**src/rtl/monitor_limites.sv**
```systemverilog
// Limit monitor: scans four temperatures and one humidity through one shared comparator,
// with an N-sample confirmation filter. Define HISTERESE_EN to lower the clear threshold by HIST.
module monitor_limites #(
    parameter int N_CONFIRMA = 3,
    parameter int HIST       = 16
) (
    input  logic        clock,
    input  logic        reset,
    input  logic        medir,
    input  logic [15:0] temp1,
    input  logic [15:0] temp2,
    input  logic [15:0] temp3,
    input  logic [15:0] temp4,
    input  logic [15:0] umidade,
    input  logic [15:0] temp_lim1,
    input  logic [15:0] temp_lim2,
    input  logic [15:0] temp_lim3,
    input  logic [15:0] temp_lim4,
    input  logic [15:0] umidade_lim,
    output logic [3:0]  alarme_temp,
    output logic        alarme_umidade,
    output logic        alarme_algum,
    output logic        pronto,
    output logic        ocupado,
    output logic [1:0]  db_estado
);
    typedef enum logic [1:0] {OCIOSO = 2'd0, COMPARA = 2'd1, FIM = 2'd2} estado_t;

    localparam int         NCH    = 5;
    localparam logic [3:0] N_CONF = 4'(N_CONFIRMA);

    estado_t     r_estado, w_prox;
    logic [2:0]  r_canal;
    logic [15:0] r_valor  [NCH];
    logic [15:0] r_limite [NCH];
    logic [3:0]  r_cnt    [NCH];
    logic [4:0]  r_alarme;

    logic [15:0] w_valor, w_limite, w_baixo;
    logic [3:0]  w_cnt, w_cnt_inc;
    logic        w_alarme, w_cond, w_confirma;

    // State register
    always_ff @(posedge clock) begin
        if (reset) r_estado <= OCIOSO;
        else       r_estado <= w_prox;
    end

    // Next-state logic
    always_comb begin
        w_prox = r_estado;
        case (r_estado)
            OCIOSO:  if (medir) w_prox = COMPARA;
            COMPARA: if (r_canal == 3'd4) w_prox = FIM;
            FIM:     w_prox = OCIOSO;
            default: w_prox = OCIOSO;
        endcase
    end

    // Output logic
    always_comb begin
        pronto    = (r_estado == FIM);
        ocupado   = (r_estado == COMPARA) || (r_estado == FIM);
        db_estado = r_estado;
    end

    // Shared comparator: select the channel under scan
    always_comb begin
        w_valor  = r_valor[4];
        w_limite = r_limite[4];
        w_cnt    = r_cnt[4];
        w_alarme = r_alarme[4];
        for (int i = 0; i < NCH - 1; i++) begin
            if (r_canal == 3'(i)) begin
                w_valor  = r_valor[i];
                w_limite = r_limite[i];
                w_cnt    = r_cnt[i];
                w_alarme = r_alarme[i];
            end
        end
    end

`ifdef HISTERESE_EN
    localparam logic [15:0] HIST_V = 16'(HIST);
    assign w_baixo = (w_limite >= HIST_V) ? (w_limite - HIST_V) : 16'd0;
`else
    assign w_baixo = w_limite;
`endif

    // An armed alarm looks for the clear condition, an idle one for excess
    assign w_cond     = w_alarme ? (w_valor <= w_baixo) : (w_valor > w_limite);
    assign w_cnt_inc  = w_cnt + 4'd1;
    assign w_confirma = (w_cnt_inc == N_CONF);

    always_ff @(posedge clock) begin
        if (reset) begin
            r_canal  <= '0;
            r_alarme <= '0;
            for (int i = 0; i < NCH; i++) begin
                r_valor[i]  <= '0;
                r_limite[i] <= '0;
                r_cnt[i]    <= '0;
            end
        end else if (r_estado == OCIOSO && medir) begin
            r_canal     <= '0;
            r_valor[0]  <= temp1;
            r_valor[1]  <= temp2;
            r_valor[2]  <= temp3;
            r_valor[3]  <= temp4;
            r_valor[4]  <= umidade;
            r_limite[0] <= temp_lim1;
            r_limite[1] <= temp_lim2;
            r_limite[2] <= temp_lim3;
            r_limite[3] <= temp_lim4;
            r_limite[4] <= umidade_lim;
        end else if (r_estado == COMPARA) begin
            r_canal <= r_canal + 3'd1;
            for (int i = 0; i < NCH; i++) begin
                if (r_canal == 3'(i)) begin
                    if (!w_cond) begin
                        r_cnt[i] <= '0;
                    end else if (w_confirma) begin
                        r_cnt[i]    <= '0;
                        r_alarme[i] <= ~r_alarme[i];
                    end else begin
                        r_cnt[i] <= w_cnt_inc;
                    end
                end
            end
        end
    end

    assign alarme_temp    = r_alarme[3:0];
    assign alarme_umidade = r_alarme[4];
    assign alarme_algum   = |r_alarme;
endmodule

```
**config.mk**
```make
export PLATFORM = sky130hd
export DESIGN_NAME = monitor_limites
export DESIGN_NICKNAME = d
export VERILOG_FILES = /design/src/rtl/monitor_limites.sv
export SDC_FILE = /design/constraint.sdc
export NUM_CORES = 1
export LEC_CHECK = 0
export CAP_MARGIN = 20
export CORE_MARGIN = 10
export CORE_UTILIZATION = 54
export DETAILED_ROUTE_END_ITERATION = 16
export DONT_BUFFER_PORTS = 1
export MAX_ROUTING_LAYER = met4
export PLACE_DENSITY_LB_ADDON = 0.1
export SETUP_SLACK_MARGIN = 0.02
export SYNTH_ARGS = -nofsm -noshare
export SYNTH_HDL_FRONTEND = slang
export SYNTH_SLANG_ARGS = --single-unit
```
**constraint.sdc**
```tcl
create_clock -name clock -period 7.7 [get_ports clock]
set_clock_uncertainty 0.05 [all_clocks]
set_input_delay 2.31 -clock clock [delete_from_list [all_inputs] [get_ports clock]]
set_output_delay 2.31 -clock clock [all_outputs]
set_load 0.05 [all_outputs]
```
**Word-level counts from Yosys, hierarchy flattened**

Memories as Yosys holds them, arrays and structs flattened.
Cells that the tools add are included.

- Register bits after elaboration: 10
- Bits in writable memories: 180
- Input port bits: 163
- Output and inout port bits: 10
- Word-level logic and storage cells: 196
- Memories: 3

Memories:

| memory | depth | width | rd ports | clocked after memory_dff | write ports | line | text |
|---|---|---|---|---|---|---|---|
| r_limite | 5 | 16 | 5 | 0 | 5 | 35 | `logic [15:0] r_limite [NCH];` |
| r_valor | 5 | 16 | 5 | 0 | 5 | 34 | `logic [15:0] r_valor [NCH];` |
| r_cnt | 5 | 4 | 5 | 0 | 5 | 36 | `logic [3:0] r_cnt [NCH];` |

- Add/subtract/negate cells: 2
- $lt $le $gt $ge: 2
- Equality and inequality tests: 9
- Muxes and demuxes: 130
- Bitwise gates (word level): 31
- Reductions and logical operators: 12

Operator list:

| cell | count |
|---|---|
| 16-bit 2-to-1 mux | 18 |
| 1-bit 2-to-1 mux | 90 |
| 4-bit 2-to-1 mux | 19 |
| 1-bit bitwise OR | 25 |
| 5-bit AND reduction | 5 |
| 16-bit > comparator | 1 |
| 16-bit less-or-equal comparator | 1 |
| 3-bit by 2-bit == test with 1-bit output, second input constant | 2 |
| 1-bit NOT | 6 |
| 5-bit OR reduction | 1 |
| 4-bit by 1-bit adder with 4-bit output, second input constant | 1 |
| 4-bit by 2-bit == test with 1-bit output, second input constant | 1 |
| 2-bit 2-to-1 mux | 2 |
| 2-bit case mux with 2 select lines | 1 |
| 3-bit by 1-bit adder with 3-bit output, second input constant | 1 |
| 3-bit by 1-bit == test with 1-bit output, second input constant | 1 |
| 3-bit == test, second input constant | 1 |
| 3-bit zero test | 1 |
| 2-bit by 1-bit == test with 1-bit output, second input constant | 1 |
| 2-bit == test, second input constant | 1 |
| 2-bit zero test | 1 |
| 2-bit by 1-bit != test with 1-bit output, second input constant | 1 |
| 2-bit != test, second input constant | 1 |
| 2-bit AND reduction | 1 |
| 3 further kinds | 3 |

**Depth between registers and ports, before layout**

Gate-level depths: netlist of the first run.

- Depth after elaboration: 16
- Depth in mapped cells: 20
- Depth with buffers taken out: 17

**Least setup slack after synthesis of the first run**

OpenSTA, ideal clock, no wires.

- Kind: input -> register
- Start point: input port reset
- End point: memory r_limite[0][0], enable pin
- Library setup time: 0.550 ns
- Arrival time: 6.492 ns
- Data required time: 7.100 ns
- Setup slack: 0.607 ns
- Stages: 2
- Buffers on the path: 1
- Cells stage by stage: clkbuf_1 nand2b_1

RTL lines:

| element | line | text |
|---|---|---|
| start, declared | 8 | `input logic reset,` |
| end, declared | 35 |  |

==> parameters.txt, run 1 <==
Parameter                              Value

STA
  Shortest clock period the worst path allows after layout ... 5.503 ns
  Setup total negative slack ... 0 ns
  Worst-case headroom to the max-slew limit ... 0.4132
  Actual transition at the worst max-transition pin ... 0.8802 ns
  Endpoints failing hold ... 0
  Endpoints failing setup ... 0
  Fmax ... 0.1817 GHz
  Final number of max-transition violations ... 0
  Fraction of the cycle the final worst path needs ... 0.7147
  Setup repair after global routing missed its margin ... no

Global routing
  Pin count of the biggest net entering global routing ... 98
  Overall fraction of global-route tracks in use ... 0.1818
  Via count of the first global-routing pass ... 5,643
  Global route total overflow ... 0
  Initial antenna violation count ... 3
  Global-route wire length before repair ... 30,620 µm

Worst setup path
  Data arrival, critical path ... 5.61 ns
  Type of element launching the critical path ... flip-flop
  Req. time, crit path ... 7.81 ns
  Cell breakdown of the critical path ... inv_1 > nand2_2 > buf_4 > mux2i_1 > a211oi_1 > a21oi_1 > o21ai_0 > ha_1 > nand4_1 > nor3_1 > a21boi_0 > nor4_1 > a21oi_1 > xnor2_1 > nand2b_1 > nor3_1
  Launch instance of the worst register-to-register path ... r_canal[2]$_SDFFE_PP0N_
  Critical path capture point type ... flip-flop
  Cell with the largest stage delay on the worst path ... sky130_fd_sc_hd__dfxtp_1
  Crit path buf inv count ... 2
  Crit-path max FO ... 26
  Worst R2R End ... r_cnt[1][3]$_SDFFCE_PN0P_
  Worst reg-to-reg path cell count ... 16
  Delay-heaviest family, CP ... simple AND/OR/NAND/NOR gates
  Slack of the worst reg-to-reg path ... 2.20 ns
  Classification of the worst setup path ... reg -> reg
  Max stage delay on crit path ... 0.72 ns

Synthesis
  Leading register cell type out of synthesis ... sky130_fd_sc_hd__edfxtp_1
  Count of yosys warnings during synthesis ... 0
  Sequential fraction of the synthesis area ... 0.6099
  Net Count, Synth ... 967
  Mean cell area of the mapped netlist ... 11.84 µm²
  Synth Register Bits ... 190
  Number of enable-type register cells in the synthesized netlist ... 180
  Number of unique standard cell types used by synthesis ... 45
  Summed instance area of the synthesized netlist ... 0.009191 mm²
  Number of instances in the synthesized netlist ... 776
  Proportion of register bits with asynchronous set or reset after synthesis ... 0

Worst hold path
  Worst min-delay path class ... reg -> reg
  Startpoint of the lowest-slack hold path ... r_canal[1]$_SDFFE_PP0N_
  Cells on Worst Hold Path ... 2
  Destination of the worst hold path ... r_canal[1]$_SDFFE_PP0N_

Drt
  Post-detailed-route wirelength per cell ... 20.34 µm
  Detailed-route DRC error count ... 0
  Vias per cell ... 5.591
  1st-pass router iterations ... 6
  Wire length after detailed routing ... 20,080 µm
  First DRT Iteration DRCs ... 360
  Vias post-DR ... 5,518
  Number of nets still failing antenna checks after routing ... 0

Power and ir drop
  Total leakage power ... 3.685 nW
  Power density normalized to cell area ... 371.6 mW/mm²
  Worst IR drop on VDD ... 0.2143 mV

CTS
  Maximum clock path buffer count ... 2
  CTS H-Tree Depth ... 4
  TritonCTS clock tree ... yes
  Number of sinks driven by the clock tree ... 190
  Root Driver ... sky130_fd_sc_hd__clkbuf_16
  Total clock buffers created by CTS ... 17
  Latest clock arrival within the worst-skew pair ... 0.43 ns
  Cts hold-fix bufs ... 0
  Reg clk slew, reported paths ... 0.07 ns
  Post-CTS Setup Bufs ... 0
  Post-cts sizing count ... 0

Place
  Count of buffers from port buffering ... 0
  Detail Placement HPWL ... 14,560 µm
  Cell count after placement ... 950
  Final Wtd Congestion ... 0.8122

Final layout
  Area added between synthesis and finish ... 8.304%
  Number of nets in the layout ... 942
  Most frequent standard cell in the layout excluding fill and tap cells ... sky130_fd_sc_hd__edfxtp_1
  Fraction of layout instances using a drive strength above 1 ... 0.06545
  Top library cells by usage in the layout, fill and taps aside ... 180 x sky130_fd_sc_hd__edfxtp_1, 163 x sky130_fd_sc_hd__and2_1, 73 x sky130_fd_sc_hd__nor2_1
  Number of non-filler instances in the completed layout ... 987

Floorplan
  Count of pins on the block boundary ... 173
  Area of the core region ... 0.01664 mm²
  Starting density of the core ... 0.5523
  Total number of placement rows ... 47
  Chip height ... 150.5 µm
  Area of the die ... 0.02264 mm²
  Overall die width ... 150.5 µm

Run
  Number of max-cap violations ... 0

Status
  Status ... finished clean
-- flip-flops by register name, indices dropped and copies added (netlist names) --
| name | cells |
|---|---|
| r_alarme | 5 |
| db_estado | 2 |
| r_canal | 3 |
| r_valor | 80 |
| r_limite | 80 |
| r_cnt | 20 |
-- worst max path at each step --
| stage | startpoint | end | slack, ns | cells past startpoint |
|---|---|---|---|---|
| floorplan | reset | r_limite[0][0]$_SDFFCE_PN0P_ | 0.61 | 2 |
| global placement | r_canal[2]$_SDFFE_PP0N_ | r_cnt[1][2]$_SDFFCE_PN0P_ | 2.41 | 16 |
| detailed placement | r_canal[2]$_SDFFE_PP0N_ | r_cnt[1][3]$_SDFFCE_PN0P_ | 2.33 | 16 |
| CTS | r_canal[2]$_SDFFE_PP0N_ | r_cnt[1][3]$_SDFFCE_PN0P_ | 2.28 | 16 |
| global route | r_canal[2]$_SDFFE_PP0N_ | r_cnt[1][3]$_SDFFCE_PN0P_ | 1.71 | 16 |
| finish | r_canal[2]$_SDFFE_PP0N_ | r_cnt[1][3]$_SDFFCE_PN0P_ | 2.20 | 16 |
-- cell usage after synthesis (2+ instances only) --
cell,number,area [µm²]
sky130_fd_sc_hd__edfxtp_1,180,5405
sky130_fd_sc_hd__and2_1,163,1020
sky130_fd_sc_hd__nor2_1,74,277.8
sky130_fd_sc_hd__a21oi_1,62,310.3
sky130_fd_sc_hd__clkbuf_1,42,157.7
sky130_fd_sc_hd__mux2i_1,35,350.3
sky130_fd_sc_hd__a211oi_1,34,255.2
sky130_fd_sc_hd__nand2_1,30,112.6
sky130_fd_sc_hd__ha_1,28,350.3
sky130_fd_sc_hd__o21ai_0,21,105.1
sky130_fd_sc_hd__nor3_1,13,65.06
sky130_fd_sc_hd__dfxtp_1,10,200.2
sky130_fd_sc_hd__nand2b_1,10,62.56
sky130_fd_sc_hd__inv_1,7,26.28
sky130_fd_sc_hd__nor2b_1,7,43.79
sky130_fd_sc_hd__buf_1,6,22.52
sky130_fd_sc_hd__nand3_1,4,20.02
sky130_fd_sc_hd__o31ai_1,4,30.03
sky130_fd_sc_hd__xnor2_1,4,35.03
sky130_fd_sc_hd__buf_2,3,15.01
sky130_fd_sc_hd__nand4_1,3,18.77
sky130_fd_sc_hd__nor4_1,3,18.77
sky130_fd_sc_hd__or4_1,3,22.52
sky130_fd_sc_hd__a211o_1,2,17.52
sky130_fd_sc_hd__a21o_1,2,15.01
sky130_fd_sc_hd__a222oi_1,2,20.02
sky130_fd_sc_hd__a2bb2oi_1,2,17.52
sky130_fd_sc_hd__mux2_2,2,22.52
sky130_fd_sc_hd__nand3b_1,2,15.01
sky130_fd_sc_hd__nor3b_1,2,15.01
sky130_fd_sc_hd__o21bai_1,2,15.01
-- power breakdown --
| part | switching (mW) | leakage, nW | total, mW | internal, mW |
|---|---|---|---|---|
| combinational | 0.840 | 1.39 | 1.35 | 0.507 |
| sequential | 0.0906 | 2.02 | 1.50 | 1.41 |
| clock | 0.395 | 0.275 | 0.848 | 0.453 |
| total | 1.33 | 3.68 | 3.70 | 2.37 |
-- metal layers --
| layer | track usage | up-vias | share of wire |
|---|---|---|---|
| li1 | - | 2740 | - |
| met1 | 0.2312 | 2594 | 0.43 |
| met2 | 0.2798 | 159 | 0.49 |
| met3 | 0.04772 | 25 | 0.062 |
| met4 | 0.05782 | 0 | 0.016 |
| met5 | - | - | 0 |
-- metrics by stage --
step / hold WS [ns] / total power [mW] / util / setup slack, ns / area [µm²]
detailed placement: 0.5024 / 2.868 / 0.5609 / 2.326 / 9335
floorplan: 0.4637 / 2.550 / - / 0.6073 / 9191
global placement: 0.4787 / 2.823 / 0.5609 / 2.411 / 9335
finish: 0.5233 / 3.699 / 0.5982 / 2.197 / 9955
global route: 0.5326 / 3.943 / 0.5982 / 1.707 / 9955
CTS: 0.5139 / 3.715 / 0.5948 / 2.283 / 9899
-- cell families after synthesis --
kind of cell / count (synthesis) / share of synthesized area
AO/OA/AOI/OAI: 139 / 0.09352
adder cells (fa/ha/maj): 28 / 0.03812
XOR/XNOR: 5 / 0.004764
AND/OR/NAND/NOR: 318 / 0.1879
multiplexers: 37 / 0.04057
buffers and inverters: 59 / 0.02532
flip-flops: 190 / 0.6099
-- area by class of cell --
class,instances,area (µm²)
Fill cell,1336,6688
Multi-Input combinational cell,527,3383
Sequential cell,190,5605
Inverter,7,26.28
Timing Repair Buffer,8,92.59
Antenna cell,3,7.507
Tap cell,220,275.3
Clock buffer,18,429.2
Clock inverter,14,135.1
-- worst reg2reg max path, cell delays in order, from the launching register on --
cell and delay [ns]:
sky130_fd_sc_hd__dfxtp_1 0.72, sky130_fd_sc_hd__inv_1 0.22, sky130_fd_sc_hd__nand2_2 0.43, sky130_fd_sc_hd__buf_4 0.52, sky130_fd_sc_hd__mux2i_1 0.19, sky130_fd_sc_hd__a211oi_1 0.25, sky130_fd_sc_hd__a21oi_1 0.06, sky130_fd_sc_hd__o21ai_0 0.53
sky130_fd_sc_hd__ha_1 0.36, sky130_fd_sc_hd__nand4_1 0.15, sky130_fd_sc_hd__nor3_1 0.09, sky130_fd_sc_hd__a21boi_0 0.13, sky130_fd_sc_hd__nor4_1 0.32, sky130_fd_sc_hd__a21oi_1 0.11, sky130_fd_sc_hd__xnor2_1 0.68, sky130_fd_sc_hd__nand2b_1 0.34
sky130_fd_sc_hd__nor3_1 0.08
Power figures use the tool's default switching activity.
==> inputs of run 2 (changes only) <==
clock period = 5.1 ns   (was 7.7 ns; I/O delays follow)
==> parameters.txt, run 2 (synthesis results as in run 1) <==
Parameter                              Value

Place
  Count of buffers from port buffering ... 0 (unchanged)
  Placed cell area ... 0.009405 mm² (+0.75%)
  Cell count after placement ... 956 (+0.63%)
  Final Wtd Congestion ... 0.8481 (+4.4%)
  Detail Placement HPWL ... 14,630 µm (+0.48%)
  Minimum setup slack after placement ... 0.2998 ns (-2.026 ns)

CTS
  Cts hold-fix bufs ... 0 (unchanged)
  CTS H-Tree Depth ... 4 (unchanged)
  Maximum clock path buffer count ... 2 (unchanged)
  Number of sinks driven by the clock tree ... 190 (unchanged)
  Reg clk slew, reported paths ... 0.07 ns (about the same)
  Root Driver ... sky130_fd_sc_hd__clkbuf_16
  Total clock buffers created by CTS ... 17 (unchanged)
  Latest clock arrival within the worst-skew pair ... 0.43 ns (about the same)
  Post-CTS Setup Bufs ... 0 (unchanged)
  Post-cts sizing count ... 0 (unchanged)
  TritonCTS clock tree ... yes

STA
  Shortest clock period the worst path allows after layout ... 4.610 ns (-0.8931 ns)
  Minimum hold slack ... 0.5113 ns (-0.01200 ns)
  Fraction of the cycle the final worst path needs ... 0.9039 (+0.1892)
  Endpoints failing setup ... 0 (unchanged)
  Worst setup margin ... 0.4899 ns (-1.707 ns)
  Final number of max-transition violations ... 0 (unchanged)
  Actual transition at the worst max-transition pin ... 1.001 ns (+0.1213 ns)
  Worst-case headroom to the max-slew limit ... 0.3324 (-0.08086)
  Fmax ... 0.2169 GHz (+19%)
  Setup repair after global routing missed its margin ... no
  Setup total negative slack ... 0 ns (unchanged)
  Endpoints failing hold ... 0 (unchanged)

Worst hold path
  Startpoint of the lowest-slack hold path ... r_canal[1]$_SDFFE_PP0N_
  Cells on Worst Hold Path ... 2 (unchanged)
  Destination of the worst hold path ... r_canal[1]$_SDFFE_PP0N_
  Worst min-delay path class ... reg -> reg

Power and ir drop
  Design internal power ... 3.659 mW (+54%)
  Gate power share ... 0.363 (about the same)
  Switching power summed over all nets ... 2.024 mW (+53%)
  Worst IR drop on VDD ... 0.3168 mV (+48%)
  Power density normalized to cell area ... 566.8 mW/mm² (+53%)
  Sequential share of power ... 0.399 (-0.008)
  PnR Total Power ... 5.682 mW (+54%)
  Total leakage power ... 3.725 nW (+1.1%)
  Clock share of power ... 0.238 (+0.009)
  Switching Fraction ... 0.3561 (-0.002278)

Worst setup path
  Launch instance of the worst register-to-register path ... r_canal[0]$_SDFFE_PP0N_
  Req. time, crit path ... 5.21 ns (-2.60 ns)
  Data arrival, critical path ... 4.72 ns (-0.89 ns)
  Worst R2R End ... r_cnt[2][0]$_SDFFCE_PN0P_
  Cell with the largest stage delay on the worst path ... sky130_fd_sc_hd__xnor2_2
  Classification of the worst setup path ... reg -> reg
  Crit-path max FO ... 39 (+50%)
  Critical path capture point type ... flip-flop
  Worst reg-to-reg path cell count ... 17 (+1)
  Slack of the worst reg-to-reg path ... 0.49 ns (-1.71 ns)
  Type of element launching the critical path ... flip-flop
  Cell breakdown of the critical path ... inv_1 > ha_1 > nand2_2 > buf_12 > mux2i_1 > a211oi_1 > a21oi_1 > o21ai_0 > ha_1 > nand4_1 > nor3_1 > a21boi_0 > nor4_1 > a21oi_1 > xnor2_2 > nand3b_1 > nor3_1
  Max stage delay on crit path ... 0.53 ns (-0.19 ns)

Floorplan
  Area of the die ... 0.02264 mm² (unchanged)
  Total number of placement rows ... 47 (unchanged)
  Starting density of the core ... 0.5523 (unchanged)
  Count of pins on the block boundary ... 173 (unchanged)
  Chip height ... 150.5 µm (unchanged)
  Area of the core region ... 0.01664 mm² (unchanged)
  Overall die width ... 150.5 µm (unchanged)

Drt
  Wire length after detailed routing ... 20,700 µm (+3.1%)
  Vias post-DR ... 5,638 (+2.2%)
  1st-pass router iterations ... 5 (-1)
  Number of nets still failing antenna checks after routing ... 0 (unchanged)
  First DRT Iteration DRCs ... 362 (+0.56%)
  Detailed-route DRC error count ... 0 (unchanged)
  Vias per cell ... 5.695 (+1.9%)
  Post-detailed-route wirelength per cell ... 20.91 µm (+2.8%)

Status
  Status ... finished clean

Final layout
  Area added between synthesis and finish ... 9.080%
  Fillers ... 1,340 (+0.30%)
  Fraction of layout instances using a drive strength above 1 ... 0.07171 (+0.006263)
  Top Registers ... r_limite x80, r_valor x80, r_cnt x20
  Design Area, Final ... 0.01003 mm² (+0.72%)
  Top library cells by usage in the layout, fill and taps aside ... 180 x sky130_fd_sc_hd__edfxtp_1, 163 x sky130_fd_sc_hd__and2_1, 73 x sky130_fd_sc_hd__nor2_1
  Number of non-filler instances in the completed layout ... 990 (+0.30%)
  Post-route core utilization ... 0.6024 (+0.004285)
  Number of nets in the layout ... 946 (+0.42%)
  Most frequent standard cell in the layout excluding fill and tap cells ... sky130_fd_sc_hd__edfxtp_1

Global routing
  Global-route wire length before repair ... 31,700 µm (+3.5%)
  Via count of the first global-routing pass ... 5,774 (+2.3%)
  Overall fraction of global-route tracks in use ... 0.1866 (+0.004803)
  Pin count of the biggest net entering global routing ... 149 (+52%)
  Initial antenna violation count ... 3 (unchanged)
  Global route total overflow ... 0 (unchanged)

Run
  Number of max-cap violations ... 0 (unchanged)
## run 2: final cells by class
type,instances,area (µm²),area share
Timing Repair Buffer,12,115.1,0.01148
Sequential cell,190,5605,0.5591
Clock inverter,14,180.2,0.01797
Antenna cell,3,7.507,0.0007488
Tap cell,220,275.3,0.02746
Inverter,7,26.28,0.002621
Multi-Input combinational cell,527,3391,0.3382
Clock buffer,17,425.4,0.04243
## run 2: power groups by stage
stage	clock [mW]	sequential (mW)	combinational [mW]
5_1_grt	1.44	2.30	2.30
3_3_place_gp	0	2.29	1.99
4_1_cts	1.38	2.27	2.06
3_5_place_dp	0	2.30	2.04
6_report	1.35	2.27	2.06
2_1_floorplan	0	2.28	1.54
## run 2: how the worst max path moves through the flow
stage | start | cells after the start | endpoint | slack (ns)
floorplan | reset | 2 | r_limite[0][0]$_SDFFCE_PN0P_ | 0.68
global placement | r_canal[0]$_SDFFE_PP0N_ | 17 | r_cnt[2][2]$_SDFFCE_PN0P_ | 0.39
detailed placement | r_canal[0]$_SDFFE_PP0N_ | 17 | r_cnt[2][0]$_SDFFCE_PN0P_ | 0.30
CTS | r_canal[0]$_SDFFE_PP0N_ | 17 | r_cnt[2][0]$_SDFFCE_PN0P_ | 0.30
global route | r_canal[0]$_SDFFE_PP0N_ | 17 | r_alarme[1]$_SDFFE_PP0P_ | 0.15
finish | r_canal[0]$_SDFFE_PP0N_ | 17 | r_cnt[2][0]$_SDFFCE_PN0P_ | 0.49
## run 2: per-layer routing
layer  vias to the layer above  global-route usage  wire [µm]
met5                         -                   -          0
met4                         0             0.05394        227
met3                        22             0.04382       1019
met2                       171              0.2914      10260
met1                      2693              0.2390       9191
li1                       2752                   -          -
## run 2: critical path, delay by kind of cell (launching register included)
kind / cells / cell delay, ns
fa+ha+maj: 2 / 0.68
buf+inv: 2 / 0.37
flops: 1 / 0.41
compound gates: 5 / 1.11
mux: 1 / 0.13
simple gates: 6 / 1.03
xor+xnor: 1 / 0.53
